**src/rtl/xps2_rx_periph_pkg.sv**
```systemverilog
// Shared definitions for the PS/2 receive peripheral: register map,
// STATUS/CTRL bit positions, receiver FSM states and a count helper.
package xps2_rx_periph_pkg;

    // Register offsets on the bus
    localparam logic [1:0] REG_DATA   = 2'd0;
    localparam logic [1:0] REG_STATUS = 2'd1;
    localparam logic [1:0] REG_CTRL   = 2'd2;

    // STATUS bit positions (count occupies [3:0])
    localparam int ST_EMPTY = 4;
    localparam int ST_FULL  = 5;
    localparam int ST_OVF   = 6;
    localparam int ST_PERR  = 7;
    localparam int ST_FERR  = 8;
    localparam int ST_BUSY  = 9;

    // CTRL bit positions
    localparam int CTRL_EN    = 0;
    localparam int CTRL_IEN   = 1;
    localparam int CTRL_FLUSH = 2;

    // Frame receiver states
    typedef enum logic [1:0] {
        RX_IDLE,
        RX_DATA,
        RX_PARITY,
        RX_STOP
    } rx_state_e;

    // Fit the FIFO occupancy into the 4-bit STATUS field, saturating at 15
    function automatic logic [3:0] sat_count4(input logic [31:0] count);
        return (count > 32'd15) ? 4'hF : count[3:0];
    endfunction

endpackage

```
**src/rtl/xps2_rx_periph_frame_rx.sv**
```systemverilog
// PS/2 frame receiver: synchronises the raw pins, deglitches the PS/2 clock,
// turns its falling edges into bit strobes and assembles 11-bit frames.
// Emits one-cycle pulses for a good byte, a parity error or a framing error.
module xps2_frame_rx
    import xps2_rx_periph_pkg::*;
#(
    parameter int FILTER_LEN = 4,
    parameter int TIMEOUT    = 5000
) (
    input  logic       clk,
    input  logic       rst,
    input  logic       en,
    input  logic       ps2_clk,
    input  logic       ps2_data,
    output logic [7:0] rx_byte,
    output logic       byte_vld,
    output logic       perr,
    output logic       ferr,
    output logic       busy
);

    localparam int FILT_W = $clog2(FILTER_LEN + 1);
    localparam int TMO_W  = $clog2(TIMEOUT + 1);
    localparam logic [FILT_W-1:0] FILT_LAST = FILT_W'(FILTER_LEN - 1);
    localparam logic [TMO_W-1:0]  TMO_LAST  = TMO_W'(TIMEOUT - 1);

    logic [1:0]        clk_sync;
    logic [1:0]        data_sync;
    logic              clk_filt;
    logic [FILT_W-1:0] filt_cnt;
    logic              strobe;
    rx_state_e         state;
    logic [2:0]        bit_cnt;
    logic [7:0]        shreg;
    logic              perr_pending;
    logic [TMO_W-1:0]  tmo_cnt;

    // Two-flop synchronisers on both pins; the bus idles high
    always_ff @(posedge clk) begin
        // NOTE: sequential state uses non-blocking assignments so every flop
        // samples pre-edge values regardless of statement order.
        if (rst) begin
            clk_sync  <= 2'b11;
            data_sync <= 2'b11;
        end else begin
            clk_sync  <= {clk_sync[0], ps2_clk};
            data_sync <= {data_sync[0], ps2_data};
        end
    end

    // Accept a clock level only after FILTER_LEN consecutive differing samples;
    // a 1->0 acceptance is the bit strobe
    always_ff @(posedge clk) begin
        if (rst) begin
            clk_filt <= 1'b1;
            filt_cnt <= '0;
            strobe   <= 1'b0;
        end else begin
            strobe <= 1'b0;
            if (clk_sync[1] == clk_filt) begin
                filt_cnt <= '0;
            end else if (filt_cnt == FILT_LAST) begin
                clk_filt <= clk_sync[1];
                filt_cnt <= '0;
                strobe   <= clk_filt;
            end else begin
                filt_cnt <= filt_cnt + 1'b1;
            end
        end
    end

    // Frame FSM with idle timeout; disabling the receiver drops any partial frame silently
    always_ff @(posedge clk) begin
        if (rst || !en) begin
            state        <= RX_IDLE;
            bit_cnt      <= '0;
            shreg        <= '0;
            perr_pending <= 1'b0;
            tmo_cnt      <= '0;
            rx_byte      <= '0;
            byte_vld     <= 1'b0;
            perr         <= 1'b0;
            ferr         <= 1'b0;
        end else begin
            byte_vld <= 1'b0;
            perr     <= 1'b0;
            ferr     <= 1'b0;

            if (state == RX_IDLE || strobe) begin
                tmo_cnt <= '0;
            end else begin
                tmo_cnt <= tmo_cnt + 1'b1;
            end

            if (state != RX_IDLE && !strobe && tmo_cnt == TMO_LAST) begin
                state <= RX_IDLE;
                ferr  <= 1'b1;
            end else if (strobe) begin
                case (state)
                    RX_IDLE: begin
                        if (!data_sync[1]) begin
                            state        <= RX_DATA;
                            bit_cnt      <= '0;
                            perr_pending <= 1'b0;
                        end
                    end
                    RX_DATA: begin
                        shreg   <= {data_sync[1], shreg[7:1]};
                        bit_cnt <= bit_cnt + 3'd1;
                        if (bit_cnt == 3'd7) begin
                            state <= RX_PARITY;
                        end
                    end
                    RX_PARITY: begin
                        perr_pending <= ~(^{shreg, data_sync[1]});
                        state        <= RX_STOP;
                    end
                    RX_STOP: begin
                        if (data_sync[1] && !perr_pending) begin
                            rx_byte  <= shreg;
                            byte_vld <= 1'b1;
                        end else if (data_sync[1]) begin
                            perr <= 1'b1;
                        end else begin
                            ferr <= 1'b1;
                        end
                        perr_pending <= 1'b0;
                        state        <= RX_IDLE;
                    end
                    default: state <= RX_IDLE;
                endcase
            end
        end
    end

    assign busy = (state != RX_IDLE);

endmodule

```
**src/rtl/xps2_rx_periph.sv**
```systemverilog
// PS/2 keyboard receive peripheral: frame receiver, scancode FIFO and the
// DATA/STATUS/CTRL register block on the zero-wait read/write bus.
module xps2_rx_periph
    import xps2_rx_periph_pkg::*;
#(
    parameter int DATA_W     = 32,
    parameter int FIFO_DEPTH = 8,
    parameter int FILTER_LEN = 4,
    parameter int TIMEOUT    = 5000
) (
    input  logic              clk,
    input  logic              rst,
    input  logic              sel,
    input  logic              rw_req,
    input  logic              rw_rnw,
    input  logic [1:0]        rw_addr,
    input  logic [DATA_W-1:0] data_in,
    output logic [DATA_W-1:0] data_out,
    input  logic              ps2_clk,
    input  logic              ps2_data,
    output logic              irq
);

    localparam int PTR_W = $clog2(FIFO_DEPTH);
    localparam int CNT_W = PTR_W + 1;

    logic [7:0]        mem [FIFO_DEPTH];
    logic [PTR_W-1:0]  wr_ptr;
    logic [PTR_W-1:0]  rd_ptr;
    logic [CNT_W-1:0]  count;
    logic              en;
    logic              ien;
    logic              overflow;
    logic              parity_err;
    logic              frame_err;

    logic [7:0]        rx_byte;
    logic              byte_vld;
    logic              perr;
    logic              ferr;
    logic              busy;

    logic              empty;
    logic              full;
    logic              rd_access;
    logic              wr_access;
    logic              pop;
    logic              push;
    logic              ctrl_wr;
    logic              flush;
    logic [DATA_W-1:0] status;
    logic              unused_data_in;

    xps2_frame_rx #(
        .FILTER_LEN (FILTER_LEN),
        .TIMEOUT    (TIMEOUT)
    ) u_frame_rx (
        .clk      (clk),
        .rst      (rst),
        .en       (en),
        .ps2_clk  (ps2_clk),
        .ps2_data (ps2_data),
        .rx_byte  (rx_byte),
        .byte_vld (byte_vld),
        .perr     (perr),
        .ferr     (ferr),
        .busy     (busy)
    );

    assign empty     = (count == '0);
    assign full      = (count == CNT_W'(FIFO_DEPTH));
    assign rd_access = sel & rw_req & rw_rnw;
    assign wr_access = sel & rw_req & ~rw_rnw;
    assign pop       = rd_access && (rw_addr == REG_DATA) && !empty;
    assign ctrl_wr   = wr_access && (rw_addr == REG_CTRL);
    assign flush     = ctrl_wr && data_in[CTRL_FLUSH];
    // A pop in the same cycle frees the slot a full FIFO needs for the push
    assign push      = byte_vld && (!full || pop);
    assign irq       = ien & ~empty;
    assign unused_data_in = ^data_in[DATA_W-1:3];

    // Scancode storage
    always_ff @(posedge clk) begin
        // NOTE: the storage array has no reset; count and pointers say which
        // entries are valid, so stale contents are never observed.
        if (push && !flush) begin
            mem[wr_ptr] <= rx_byte;
        end
    end

    // FIFO bookkeeping, sticky error flags and CTRL register
    always_ff @(posedge clk) begin
        if (rst) begin
            wr_ptr     <= '0;
            rd_ptr     <= '0;
            count      <= '0;
            en         <= 1'b1;
            ien        <= 1'b0;
            overflow   <= 1'b0;
            parity_err <= 1'b0;
            frame_err  <= 1'b0;
        end else begin
            if (ctrl_wr) begin
                en  <= data_in[CTRL_EN];
                ien <= data_in[CTRL_IEN];
            end
            if (flush) begin
                wr_ptr     <= '0;
                rd_ptr     <= '0;
                count      <= '0;
                overflow   <= 1'b0;
                parity_err <= 1'b0;
                frame_err  <= 1'b0;
            end else begin
                if (push) wr_ptr <= wr_ptr + 1'b1;
                if (pop)  rd_ptr <= rd_ptr + 1'b1;
                case ({push, pop})
                    2'b10:   count <= count + 1'b1;
                    2'b01:   count <= count - 1'b1;
                    default: count <= count;
                endcase
                if (byte_vld && full && !pop) overflow <= 1'b1;
                if (perr) parity_err <= 1'b1;
                if (ferr) frame_err  <= 1'b1;
            end
        end
    end

    // Read mux: zero unless a read of this peripheral is in progress
    always_comb begin
        // NOTE: every output gets a default first so no path leaves it
        // unassigned, which would otherwise infer a latch.
        status             = '0;
        status[3:0]        = sat_count4(32'(count));
        status[ST_EMPTY]   = empty;
        status[ST_FULL]    = full;
        status[ST_OVF]     = overflow;
        status[ST_PERR]    = parity_err;
        status[ST_FERR]    = frame_err;
        status[ST_BUSY]    = busy;

        data_out = '0;
        if (rd_access) begin
            case (rw_addr)
                REG_DATA:   if (!empty) data_out[7:0] = mem[rd_ptr];
                REG_STATUS: data_out = status;
                REG_CTRL:   data_out[1:0] = {ien, en};
                default:    data_out = '0;
            endcase
        end
    end

endmodule

```
**config.mk**
```make
export PLATFORM = sky130hd
export DESIGN_NAME = xps2_rx_periph
export DESIGN_NICKNAME = d
export VERILOG_FILES = /design/src/rtl/xps2_rx_periph_pkg.sv /design/src/rtl/xps2_rx_periph_frame_rx.sv /design/src/rtl/xps2_rx_periph.sv
export SDC_FILE = /design/constraint.sdc
export NUM_CORES = 1
export LEC_CHECK = 0
export ABC_AREA = 1
export ABC_CLOCK_PERIOD_IN_PS = 3710
export CAP_MARGIN = 20
export CORE_MARGIN = 2
export CORE_UTILIZATION = 28
export CTS_CLUSTER_DIAMETER = 80
export DETAILED_ROUTE_END_ITERATION = 12
export PLACE_DENSITY = 0.47
export REMOVE_ABC_BUFFERS = 1
export SYNTH_ARGS = -nofsm -noshare
export SYNTH_HDL_FRONTEND = slang
export SYNTH_SLANG_ARGS = --single-unit
export TNS_END_PERCENT = 20
```
**constraint.sdc**
```tcl
create_clock -name clk -period 3.71 [get_ports clk]
set_input_delay 0.9275 -clock clk [delete_from_list [all_inputs] [get_ports clk]]
set_output_delay 0.9275 -clock clk [all_outputs]
set_load 0.02 [all_outputs]
```
Word-level counts from Yosys, hierarchy flattened
Memory sizes are Yosys's and may differ from the RTL's. A register that Yosys moved wholly into a read port is not among the register bits.
Index checks and enable logic that the tools add are counted.

operators by class
  $add $sub $neg = 7
  eq/ne operators = 14
  mux-type cells = 24
  bitwise logic cells = 12
  reductions and logical operators = 42

operators with widths
  operator                 count
  $add A13 B1 Y13 const B  1
  $eq A13 B13 Y1 const B   1
  $add A3 B1 Y3 const B    4
  $pmux W6 S2              1
  $reduce_and A4 Y1        3
  $logic_and A1 B1 Y1      11
  $mux W1                  10
  $mux W10                 1
  $mux W3                  3
  $reduce_xor A9 Y1        1
  $eq A2 B2 Y1 const B     4
  $mux W8                  1
  $not A1 Y1               8
  $pmux W2 S4              1
  $pmux W4 S2              1
  $logic_not A1 Y1         7
  $eq A2 B1 Y1 const B     3
  $mux W2                  3
  $pmux W2 S3              1
  $pmux W3 S2              1
  $reduce_and A3 Y1        2
  $reduce_bool A2 Y1       3
  $reduce_or A2 Y1         3
  $reduce_or A3 Y1         2
  17 further kinds         23

storage, ports and cells
  flip-flop bits (word level) = 62
  RAM bits = 64
  memories kept = 1

memory list
  name  words  width  read ports  clocked after Yosys merged registers in  write ports  RTL line              text
  mem   8      8      1           1                                        1            xps2_rx_periph.sv:27  logic [7:0] mem [FIFO_DEPTH];

Logic depth before layout (Yosys ltp)
Gate-level depths: netlist of the first run.

  word-level depth = 9
  mapped depth = 15

Modules after synthesis
A second synthesis of the first run with hierarchy kept.

second synthesis, totals
  cells, all modules = 585
  area, all modules = 5748.0 um^2

modules (own cells, without submodules)
  module          times used  cells an instance  area each (um^2)  sequential area each (um^2)
  xps2_rx_periph  1           329                3736.1            2282.2
  xps2_frame_rx   1           256                2011.9            940.9

Worst setup path after synthesis of the first run
OpenSTA, ideal clock, no wires.

  path type = input to output
  from = in rw_addr[0]
  to = out data_out[1]
  arrival = 1.865 ns
  slack = 0.918 ns
  cell stages on the path = 6
  buffers on the path = 0
  cell sequence = inv_2 -> nor2_1 -> inv_1 -> o22ai_1 -> inv_1 -> a21oi_1

on the way
  word-level cells in the longest chain between the ends = 3
  elaborated cells on any way between the ends = 5
  classes of those cells = eq/ne: 2; mux: 2; reduce/logical: 1

RTL lines
  what                                        RTL line               text
  start, declared                             xps2_rx_periph.sv:16   input logic [1:0] rw_addr,
  $eq A2 B2 Y1, or another cell as far along  xps2_rx_periph.sv:144  case (rw_addr)
  $pmux W2 S3 *                               xps2_rx_periph.sv:144
  $mux W10 *                                  xps2_rx_periph.sv:143  if (rd_access) begin
  end, declared                               xps2_rx_periph.sv:18   output logic [DATA_W-1:0] data_out,

Every way passes the cells marked *; elsewhere a longest branch is shown, timed or not.

Worst setup path in the final report of the first run
  from = in rw_addr[0]
  to = out data_out[4]

on the way
  word-level cells in the longest chain between the ends = 3
  elaborated cells on any way between the ends = 4
  classes of those cells = eq/ne: 1; mux: 2; reduce/logical: 1

RTL lines
  what                                                     RTL line
  $eq A2 B1 Y1 / $logic_not A2 Y1 (equally long branches)  xps2_rx_periph.sv:144
  $pmux W6 S2 *                                            xps2_rx_periph.sv:144
  $mux W10 *                                               xps2_rx_periph.sv:143

Marked as above.

==> metrics.yaml, run 1 <==
synthesis:
  syn_avg_cell_area_um2: 9.197
  yosysWarnings: 0
  ys_seq_area_share_pct: 55.63
  synth_top_flop_cell: "dfxtp_1"
  ys_seq_elements: 129
  ys_async_sr_fraction_pct: 0
  syn_area_um2: 5794
  synth-edff-count: 64
  synth.distinct_cells: 43
  syn_inst: 630
grt:
  grt_pass1_vias: 4069
  grt_max_degree: 21
  grt_usage_pct: 11.83
  grt.overflow.total: 0
  antenna_found_initial: 0
  grt_first_pass_wirelength_um: 20240
route:
  dr.pass1.iters: 4
  wl_met3_um: 529
  route.layer.met1.wl_um: 5785
  vias: 4276
  routed_wl_um: 12500
  routed_via_density: 4.454
  ant_nets: 0
  met2WireLength_um: 6024
  top_layer: "met4"
  dr.first_iter.drc_count: 211
  wl_per_cell_um: 13.02
  drc: 0
worst_setup_path:
  cp_max_fo: 8
  crit_chain: "clkdlybuf4s50_1, inv_2, nand2_1, nor2_2, buf_12, o211ai_1, a21oi_1, clkdlybuf4s50_1"
  critPathLaunchType: "input pin"
  worstPathArrival_ns: 2.72
  timing.critical_path.mode_cell: "clkdlybuf4s50_1"
  cp.required_ns: 2.78
  slowest_stage: "clkdlybuf4s50_1"
  slowest_delay_ns: 0.62
  critPathTopFamily: "buffers and inverters"
  path_buf_inv: 4
  worstSetupPathType: "input pin to output port"
  crit_path_end_kind: "output port"
timing:
  grt_setup_unrepaired: "false"
  min_period_ns: 3.650
  final-max-slew-violation-count: 0
  post-route-period-util_pct: 98.37
  fmax_ghz: 0.2740
  clock_skew_ns: 0.01161
  final_hold_viol_count: 0
  setup_viol: 0
  setup_tns_ns: 0
clocking:
  worstSkewPairLatency_ns: 0.42
  cts.sink_count: 129
  cts_setup_buffers: 0
  ctsHoldBuffers: 0
  max-clock-path-buffers: 2
  root_buffer: "clkbuf_16"
  cts_buffers: 17
  cts.clk_slew.worst_paths_ns: 0.06
  htree_levels: 4
  cts_tree: "yes"
layout:
  nets: 730
  layout-drive-gt1-share_pct: 13.91
  layout_commonest_cell: "nand2_1"
  n_antenna_cell: 0
  finish.instance_area_um2: 6987
  area_delta_synth_final_pct: 20.58
  utilization_pct: 34.42
  final_cell_mix: "94 x nand2_1, 82 x nor2_1, 64 x dfxtp_1, 64 x edfxtp_1, 58 x inv_1"
die:
  die-area_um2: 21860
  fp.dieW_um: 147.9
  core_area_um2: 20300
  io-pin-count: 74
  die_y_um: 147.9
  start_util_pct: 28.54
  row_count: 52
place:
  hpwl_um: 8938
  portBuffers: 22
  placed_area_um2: 6370
  globalplace.congestion: 0.7823
power_and_ir_drop:
  switchingPower_uw: 723.6
  vdd_drop_max_mv: 0.3199
  power_frac_comb_pct: 2.2
  clockPowerShare_pct: 52.0
  powerDensity_nw_per_um2: 464.0
  switching_share_pct: 22.32
  sequentialPowerShare_pct: 45.8
  p_int_uw: 2518
  leakage_uw: 0.002555
min_path:
  min-delay-path-class: "flop to flop"
outcome:
  status: "complete, no violations"
job:
  drv_cap: 0
flip-flops by register name (all words and copies together) (netlist names), 2 cells and up, named ones only:
signal and cells:
u_frame_rx.state 2, count 4, u_frame_rx.bit_cnt 3, u_frame_rx.shreg 8, wr_ptr 3, u_frame_rx.rx_byte 8, mem 64, u_frame_rx.tmo_cnt 13
u_frame_rx.data_sync 2, rd_ptr 3, u_frame_rx.clk_sync 2, u_frame_rx.filt_cnt 3
kinds of logic (layout without fill, tap and decap cells):
family,count (synthesis),count (layout),share of synthesized area [%]
AOI/OAI and AO/OA,131,131,12.52
xor gates and xnor gates,4,4,0.6047
adders and majority gates,12,12,2.591
buffers and inverters,107,146,8.724
DFF,129,129,55.63
other,1,22,0.06472
and+or+nand+nor,246,246,19.87
repair_timing:
action / 4_1_cts / 5_1_grt
endpoints found under the hold margin: 0 / 0
gates resized for setup: 0 / 8
setup endpoints to repair: 0 / 7
power by group through the flow:
| stage | clock (µW) | sequential [µW] | combinational [µW] |
|---|---|---|---|
| after detailed placement | 0 | 1520 | 71.0 |
| after CTS | 1730 | 1490 | 71.2 |
| after floorplan | 0 | 1520 | 42.6 |
| after global routing | 1790 | 1480 | 77.4 |
| final | 1690 | 1490 | 70.9 |
| after global placement | 0 | 1520 | 70.1 |
synth_stat cells, drive strengths merged, types with 2 or more instances:
| master | n | area share, % |
|---|---|---|
| a211oi | 2 | 0.26 |
| a21oi | 44 | 3.9 |
| a31oi | 2 | 0.22 |
| and3 | 2 | 0.22 |
| buf | 32 | 3.9 |
| clkbuf | 6 | 0.39 |
| dfxtp | 65 | 22 |
| edfxtp | 64 | 33 |
| ha | 12 | 2.6 |
| inv | 69 | 4.5 |
| nand2 | 101 | 7.0 |
| nand3 | 25 | 2.7 |
| nand4 | 4 | 0.43 |
| nor2 | 88 | 6.3 |
| nor3 | 12 | 1.6 |
| nor3b | 3 | 0.39 |
| nor4 | 4 | 0.43 |
| o211ai | 12 | 1.6 |
| o21ai | 61 | 5.3 |
| o221ai | 5 | 0.76 |
| o22ai | 2 | 0.22 |
| or2 | 5 | 0.54 |
| xnor2 | 2 | 0.30 |
| xor2 | 2 | 0.30 |
metrics by stage:
stage               setup slack [ns]  cells  hold slack, ns  power [µW]
global placement             0.02226    928          0.3925        1587
CTS                          0.01074    960          0.4087        3282
global route                0.001729    960          0.4195        3351
finish                       0.06043    960          0.4073        3242
floorplan                     0.9179    613          0.3895        1559
detailed placement           0.02021    928          0.3941        1588
area by class of cell:
class                      count  area [µm²]
sequential                   129        3224
timing repair buffer          45       422.9
multi-input combinational    415        2145
clock inverter                15       172.7
tap                          270       337.8
inverter                      69       259.0
clock buffer                  17       425.4
fill                        2083       13310
path summary, 6_finish.rpt:
kind / startpoint / end / slack (ns) / depth (start not counted)
worst max register to register: count[3] / mem[0][0] / 1.99 / 9
worst min-delay path: u_frame_rx.clk_sync[0] / u_frame_rx.clk_sync[1] / 0.41 / 1
worst min register to register: u_frame_rx.clk_sync[0] / u_frame_rx.clk_sync[1] / 0.41 / 1
worst max-delay path: rw_addr[0] / data_out[4] / 0.06 / 8
routing by layer:
layer | track usage (%) | vias to the layer above
li1 | - | 2176
met1 | 14.80 | 2011
met2 | 19.88 | 74
met3 | 3.426 | 15
met4 | 3.524 | 0
met5 | 0 | -
(Power assumes the default switching activity.)
==> inputs of run 2 (changes only) <==
--- a/config.mk
+++ b/config.mk
@@ -8,11 +8,13 @@
 export ABC_AREA = 1
 export ABC_CLOCK_PERIOD_IN_PS = 3710
 export CAP_MARGIN = 20
+export CELL_PAD_IN_SITES_DETAIL_PLACEMENT = 1
+export CELL_PAD_IN_SITES_GLOBAL_PLACEMENT = 1
 export CORE_MARGIN = 2
 export CORE_UTILIZATION = 28
 export CTS_CLUSTER_DIAMETER = 80
 export DETAILED_ROUTE_END_ITERATION = 12
-export PLACE_DENSITY = 0.47
+export PLACE_DENSITY = 0.58
 export REMOVE_ABC_BUFFERS = 1
 export SYNTH_ARGS = -nofsm -noshare
 export SYNTH_HDL_FRONTEND = slang
==> run 2 against run 1 <==
Effect of this change: hold slack gained 0.0079 ns; global-route usage grew 1.1 points; critical endpoint is now data_out[2]; combinational power is essentially flat; sequential power is essentially flat; count of clock-buffer cells in the layout grew 5; final cell count shrank 0.31%.
==> metrics.yaml, run 2 (synthesis gave the netlist of run 1 again) <==
route:
  ant_nets: 0  # unchanged
  drc: 0  # unchanged
  dr.pass1.iters: 5  # +1
  vias: 4325  # +1.1%
  routed_wl_um: 13320  # +6.6%
  routed_via_density: 4.519  # +1.5%
  dr.first_iter.drc_count: 138  # -35%
  wl_per_cell_um: 13.92  # +6.9%
place:
  portBuffers: 22  # unchanged
  post-place-ws_ns: -0.03128  # -0.05148 ns
  hpwl_um: 9764  # +9.2%
  globalplace.congestion: 0.7688  # -1.7%
worst_setup_path:
  critPathLaunchType: "input pin"
  worstSetupPathType: "input pin to output port"
  crit_path_end_kind: "output port"
  worstPathArrival_ns: 2.68  # -0.04 ns
  cp_max_fo: 6  # -2
  ff2ff_setup_slack_ns: 1.95  # -0.04 ns
  cp.required_ns: 2.78  # about the same
layout:
  area_delta_synth_final_pct: 20.10
  n_antenna_cell: 0  # unchanged
  top_register: "mem"
  largest_reg_flops: 64  # unchanged
  layout-drive-gt1-share_pct: 13.39  # -0.52 points
  reg_top3: "mem: 64 flops, u_frame_rx.tmo_cnt: 13 flops"
  nets: 727  # -0.41%
  final_cell_mix: "94 x nand2_1, 82 x nor2_1, 65 x dfxtp_1"
  layout_commonest_cell: "nand2_1"
  utilization_pct: 34.28  # -0.14 points
timing:
  slew_headroom_pct: 62.02
  grt_setup_unrepaired: "false"
  setup_viol: 0  # unchanged
  final-max-slew-violation-count: 0  # unchanged
  final_hold_viol_count: 0  # unchanged
  clock_skew_ns: 0.01202  # +0.0004045 ns
  post-route-period-util_pct: 97.25  # -1.1 points
  fmax_ghz: 0.2772  # +1.1%
  tightest_slew_ns: 0.5689
  hold_slack_ns: 0.4152  # +0.007854 ns
  min_period_ns: 3.608  # -0.04148 ns
  setup_tns_ns: 0  # unchanged
  worst_slack_ns: 0.1019  # +0.04148 ns
grt:
  grt_usage_pct: 12.96  # +1.1 points
  grt_first_pass_wirelength_um: 22540  # +11%
  grt_pass1_vias: 4558  # +12%
  grt_max_degree: 33  # +57%
  antenna_found_initial: 0  # unchanged
  grt.overflow.total: 0  # unchanged
clocking:
  worstSkewPairLatency_ns: 0.42  # about the same
  htree_levels: 4  # unchanged
  ctsHoldBuffers: 0  # unchanged
  cts_buffers: 17  # unchanged
  max-clock-path-buffers: 2  # unchanged
  root_buffer: "clkbuf_16"
  cts.clk_slew.worst_paths_ns: 0.06  # about the same
  cts_tree: "yes"
  cts.sink_count: 129  # unchanged
job:
  drv_cap: 0  # unchanged
power_and_ir_drop:
  leakage_uw: 0.002527  # -1.1%
  vdd_drop_max_mv: 0.3811  # +19%
  powerDensity_nw_per_um2: 463.7  # about the same
outcome:
  status: "complete, no violations"
die:
  core_area_um2: 20300  # unchanged
  io-pin-count: 74  # unchanged
  start_util_pct: 28.54  # unchanged
  die_y_um: 147.9  # unchanged
  die-area_um2: 21860  # unchanged
  row_count: 52  # unchanged
  fp.dieW_um: 147.9  # unchanged
min_path:
  min-delay-path-class: "flop to flop"
## run 2: cell count changes in the layout (fill, tap and decap cells not counted), moves of 2 or more
cell / delta
buf_4: -3
dlymetal6s2s_1: -2
inv_6: -4
dlygate4sd2_1: +2
inv_4: +4
clkbuf_16: +2
clkbuf_8: +2
inv_8: -3
## run 2: per-stage QoR
stage                     power, µW  std cells  area [µm²]
final                          3227        957        6959
after global placement         1587        925        6347
after CTS                      3273        957        6947
after detailed placement       1588        925        6347
after global routing           3343        957        6959
after floorplan                1559        613        5627
## run 2: final timing paths
path                      startpoint                      end  cells past startpoint
max                       rw_addr[1]              data_out[2]                      8
min          u_frame_rx.data_sync[0]  u_frame_rx.data_sync[1]                      1
max reg2reg                 count[0]                mem[5][0]                      9
min reg2reg  u_frame_rx.data_sync[0]  u_frame_rx.data_sync[1]                      1
## run 2: what timing repair did
| action | 4_1_cts | 5_1_grt |
|---|---|---|
| cloned | 0 | 0 |
| buffers inserted | 0 | 0 |
| endpoints found under the setup margin | 2 | 5 |
| resized for setup | 2 | 5 |
| hold endpoints to repair | 0 | 0 |
| pin swaps | 0 | 0 |
## run 2: per-layer routing
| metal | share of wire (%) | GRT usage [%] | up-vias |
|---|---|---|---|
| met5 | 0 | 0 | - |
| met4 | 1.0 | 3.619 | 0 |
| met3 | 2.6 | 3.241 | 11 |
| met2 | 51 | 22.77 | 49 |
| met1 | 45 | 15.80 | 2098 |
| li1 | - | - | 2167 |
## run 2: critical path: stages
cell and delay [ns]:
clkdlybuf4s50_1 0.45, inv_2 0.06, nand2_1 0.06, nor2_2 0.15, buf_4 0.18, nand3_1 0.10
a21oi_1 0.14, clkdlybuf4s50_1 0.62
## run 2: area by class of cell
cell class | instances | area (µm²)
inverters | 69 | 259.0
fillers | 2386 | 13340
repair buffers | 42 | 392.9
multi-input cells | 415 | 2145
clock buffers | 22 | 510.5
flip-flops and latches | 129 | 3223
clock inverters | 10 | 91.34
well taps | 270 | 337.8
## run 2: power by group
group	switching, µW	internal (µW)
clock network	622	1050
logic	48.1	23.1
registers	1.99	1480
